### config.mk
export PLATFORM = sky130hd
export DESIGN_NAME = regfile_write_queue
export DESIGN_NICKNAME = d
export VERILOG_FILES = /design/src/rtl/regfile_write_queue.sv
export SDC_FILE = /design/constraint.sdc
export NUM_CORES = 1
export LEC_CHECK = 0
export ABC_AREA = 1
export CELL_PAD_IN_SITES_DETAIL_PLACEMENT = 0
export CELL_PAD_IN_SITES_GLOBAL_PLACEMENT = 1
export CORE_AREA = 2 2 135 236
export CTS_CLUSTER_SIZE = 10
export DETAILED_ROUTE_END_ITERATION = 10
export DIE_AREA = 0 0 137 238
export PLACE_DENSITY_LB_ADDON = 0.1
export SLEW_MARGIN = 40
export SYNTH_ARGS = -nofsm -noshare
export SYNTH_HDL_FRONTEND = slang
export SYNTH_SLANG_ARGS = --single-unit
### constraint.sdc
create_clock -name clk -period 4.35 [get_ports clk]
set_clock_uncertainty 0.2 [all_clocks]
set_input_delay 1.305 -clock clk [delete_from_list [all_inputs] [get_ports clk]]
set_output_delay 1.305 -clock clk [all_outputs]
set_load 0.1 [all_outputs]
### src/rtl/regfile_write_queue.sv
// regfile_write_queue: write-back staging queue with in-order retire into the register array and read forwarding
module regfile_write_queue #(
    parameter int DEPTH  = 4,
    parameter int DATA_W = 32,
    parameter int ADDR_W = 5
) (
    input  logic                     clk,
    input  logic                     reset,
    input  logic                     in_valid,
    output logic                     in_ready,
    input  logic [ADDR_W-1:0]        in_addr,
    input  logic [DATA_W-1:0]        in_data,
    input  logic                     rf_hold,
    output logic [2**ADDR_W-1:0]     rf_we,
    output logic [DATA_W-1:0]        rf_wdata,
    input  logic [ADDR_W-1:0]        rd_addr,
    output logic                     fwd_hit,
    output logic [DATA_W-1:0]        fwd_data,
    output logic [$clog2(DEPTH):0]   count
);
    localparam int PW   = $clog2(DEPTH);
    localparam int CW   = PW + 1;
    localparam int NREG = 2 ** ADDR_W;
    logic [ADDR_W-1:0] addr_q [DEPTH];
    logic [DATA_W-1:0] data_q [DEPTH];
    logic [DEPTH-1:0]  vld_q;
    logic [PW-1:0]     head, tail;
    logic [PW-1:0]     idx [DEPTH];
    logic              push, pop;
    assign in_ready = count < CW'(DEPTH);
    assign push     = in_valid && in_ready && in_addr != '0;
    assign pop      = count != '0 && !rf_hold;
    assign rf_we    = pop ? NREG'(1) << addr_q[head] : '0;
    assign rf_wdata = pop ? data_q[head] : '0;
    for (genvar k = 0; k < DEPTH; k++) begin : g_idx
        assign idx[k] = head + PW'(k);
    end
    always_comb begin
        fwd_hit  = 1'b0;
        fwd_data = '0;
        for (int i = 0; i < DEPTH; i++) begin
            if (vld_q[idx[i]] && addr_q[idx[i]] == rd_addr && rd_addr != '0) begin
                fwd_hit  = 1'b1;
                fwd_data = data_q[idx[i]];
            end
        end
    end
    always_ff @(posedge clk) begin
        if (!reset) begin
            head  <= '0;
            tail  <= '0;
            count <= '0;
            vld_q <= '0;
        end else begin
            if (push) begin
                vld_q[tail] <= 1'b1;
                tail        <= tail + PW'(1);
            end
            if (pop) begin
                vld_q[head] <= 1'b0;
                head        <= head + PW'(1);
            end
            count <= count + CW'(push) - CW'(pop);
        end
    end
    always_ff @(posedge clk) begin
        if (push) begin
            addr_q[tail] <= in_addr;
            data_q[tail] <= in_data;
        end
    end
endmodule

==> metrics.txt <==
Synth Flop Type=edfxtp_1; diode count=0; outcome=finished with violations; pwr dens=663 nW/um2; Post-CTS Hold Buffers=0; M1 wire length=16000 um; Min Hold Slack=0.345 ns; First-pass DRT Iterations=7; r2r worst-path depth=10; max cap viols=0; fin. max-slew vios=0; wire length of the first global-routing pass=64100 um; syn_area_per_cell=7.56 um2; routed wire length on met2=23900 um; fraction of layout cells with a size suffix above 1=28.6%; Port Buffers=146; P_leak=0.00679 uW; GRT overflow=0; Worst Setup Start Kind=primary input; average wire per standard cell=21.3 um; Distinct cells, synth=27; Hold Vio Cnt, Final=0; post-route ant nets=0; Critical Path Sink Type=output port; Tcrit/Tclk final=101%; sw frac=52.0%; Logic pwr share=68.4%; CTS tree=built; Initial Util=36.7%; Avg Vias per Cell=5.57; Die Y=238 um; syn_nets=1544; Yosys reg bits=161; GR Util All Layers=26.3%; post-synthesis sequential area ratio=41.9%; commonest non-fill, non-tap cells in the layout=nand2_1, nor2_1, edfxtp_1, buf_12, mux2i_1; vias in the first global route=11200; Fmax=227 MHz; I/O pins=147; Worst-Margin Slew=0.628 ns; Initial DRC Count=777; DIE AREA=32600 um2; Sw Pwr=5860 uW; violated checks=negative setup slack; Post-synth EDFFs=148; Internal=5410 uW; Tmin final=4.41 ns; final worst setup slack=-0.0649 ns; Root Driver=clkbuf_16; P&R area growth vs syn=51.2%; gpl congestion=0.870; clock share of power=13.7%; commonest non-fill, non-tap cell in the layout=nand2_1; DR vias=11500; core area=30600 um2; cell count after synthesis=1487; Setup TNS Final=-0.984 ns; Hold Path Stages=2; worst endpoint required time=2.84 ns; Die Wd=137 um; total power=11300 uW; Slew HR=58.1%; initial antenna violation count=0; largest net degree at the start of global routing=64; RSZ-0062 raised after global routing=yes; critical path fanouts, max=5; Final #Nets=1712; final core occ=55.5%; clock transition at the registers of the reported paths=0.07 ns; Clock Path Buffers=2; Routed WL=43800 um; drc violations=0; final setup fails=27; met3 wire length=2130 um; max layer used=met4; Synth Cell Area=11200 um2; crit path DAT=2.91 ns; Crit Path Class=primary input to output port; post-DP HPWL=26400 um; H-tree depth=4; Num CTS Buffers=17; HP Class=register to register; synth warn=0; Clock Latency Late Sink=0.45 ns; Post-synth ARST share=0%; sequential power share=17.9%; Rows=85; clk sink count=161; VDD IR-drop max=0.000409 V
[flip-flops by register name, indices dropped and copies added (netlist names), named ones only]
name and cells:
data_q 128, addr_q 20, vld_q 4, count 3, head 2, tail 2
[per-stage QoR]
stage	instances	instance area, um2	worst slack [ns]
floorplan	1487	12000	-0.355
global placement	1992	15200	-0.515
detailed placement	1992	15200	-0.507
CTS	2040	16300	-0.130
global route	2059	17000	-0.139
finish	2059	17000	-0.0649
[cell type report]
| cell class | count | area [um2] |
|---|---|---|
| timing repair buffer | 262 | 4010 |
| inverter | 90 | 365 |
| clock inverter | 15 | 184 |
| timing repair inverter | 1 | 8.76 |
| multi-input combinational | 1122 | 6800 |
| sequential | 161 | 4710 |
| fill | 2771 | 13600 |
| clock buffer | 17 | 425 |
| tap | 391 | 489 |
[power groups by stage]
stage               Clock (uW)  Sequential [uW]  Combinational (uW)
global route              1650             2040                8130
CTS                       1580             2010                7280
floorplan                    0             2080                4580
global placement             0             2040                6990
finish                    1550             2020                7710
detailed placement           0             2040                7030
[path summary, 6_finish.rpt]
check	startpoint	end	slack, ns
max	rd_addr[0]	fwd_data[20]	-0.06
min	tail[1]	tail[1]	0.34
max reg2reg	count[1]	count[2]	2.17
min reg2reg	tail[1]	tail[1]	0.34
[repair_timing]
item	4_1_cts	5_1_grt
hold endpoints to repair	0	0
gates cloned	6	11
gates resized for setup	92	117
setup buffers	10	9
endpoints found under the setup margin	33	33
pin swaps	56	40
[cell usage after synthesis (6+ instances only)]
cell type | instances | area [um2]
nand2_1 | 339 | 1270
nor2_1 | 286 | 1070
edfxtp_1 | 148 | 4440
mux2i_1 | 93 | 931
inv_1 | 86 | 323
o21ai_0 | 79 | 395
a21oi_1 | 76 | 380
nand3_1 | 68 | 340
nand4_1 | 64 | 400
buf_2 | 53 | 265
clkbuf_1 | 40 | 150
nor3_1 | 33 | 165
o22ai_1 | 32 | 200
a32oi_1 | 31 | 272
buf_4 | 15 | 113
dfxtp_1 | 13 | 260
ha_1 | 10 | 125
buf_1 | 6 | 22.5
[cell families after synthesis]
family | synth area share (%)
muxes | 8.28
and+or+nand+nor | 29.1
adders and majority gates | 1.29
DFF | 41.9
xor gates and xnor gates | 0.0779
AOI/OAI and AO/OA | 11.4
buffers and inverters | 7.90
[critical path, stage by stage]
cell	delay (ns)
buf_8	0.10
buf_6	0.12
inv_4	0.06
nand3_2	0.07
nand2_2	0.10
nor2_4	0.04
nand3_4	0.11
buf_12	0.15
buf_8	0.12
buf_16	0.13
nor2_4	0.03
nor2_2	0.11
nand2_2	0.07
a21oi_4	0.17
buf_12	0.19
[layer usage]
| layer | up-vias | track usage [%] |
|---|---|---|
| met1 | 5565 | 28.8 |
| li1 | 5431 | - |
| met5 | - | 0 |
| met4 | 0 | 11.2 |
| met2 | 373 | 49.1 |
| met3 | 99 | 3.95 |
Note: power is estimated with default switching activity, not from simulation.
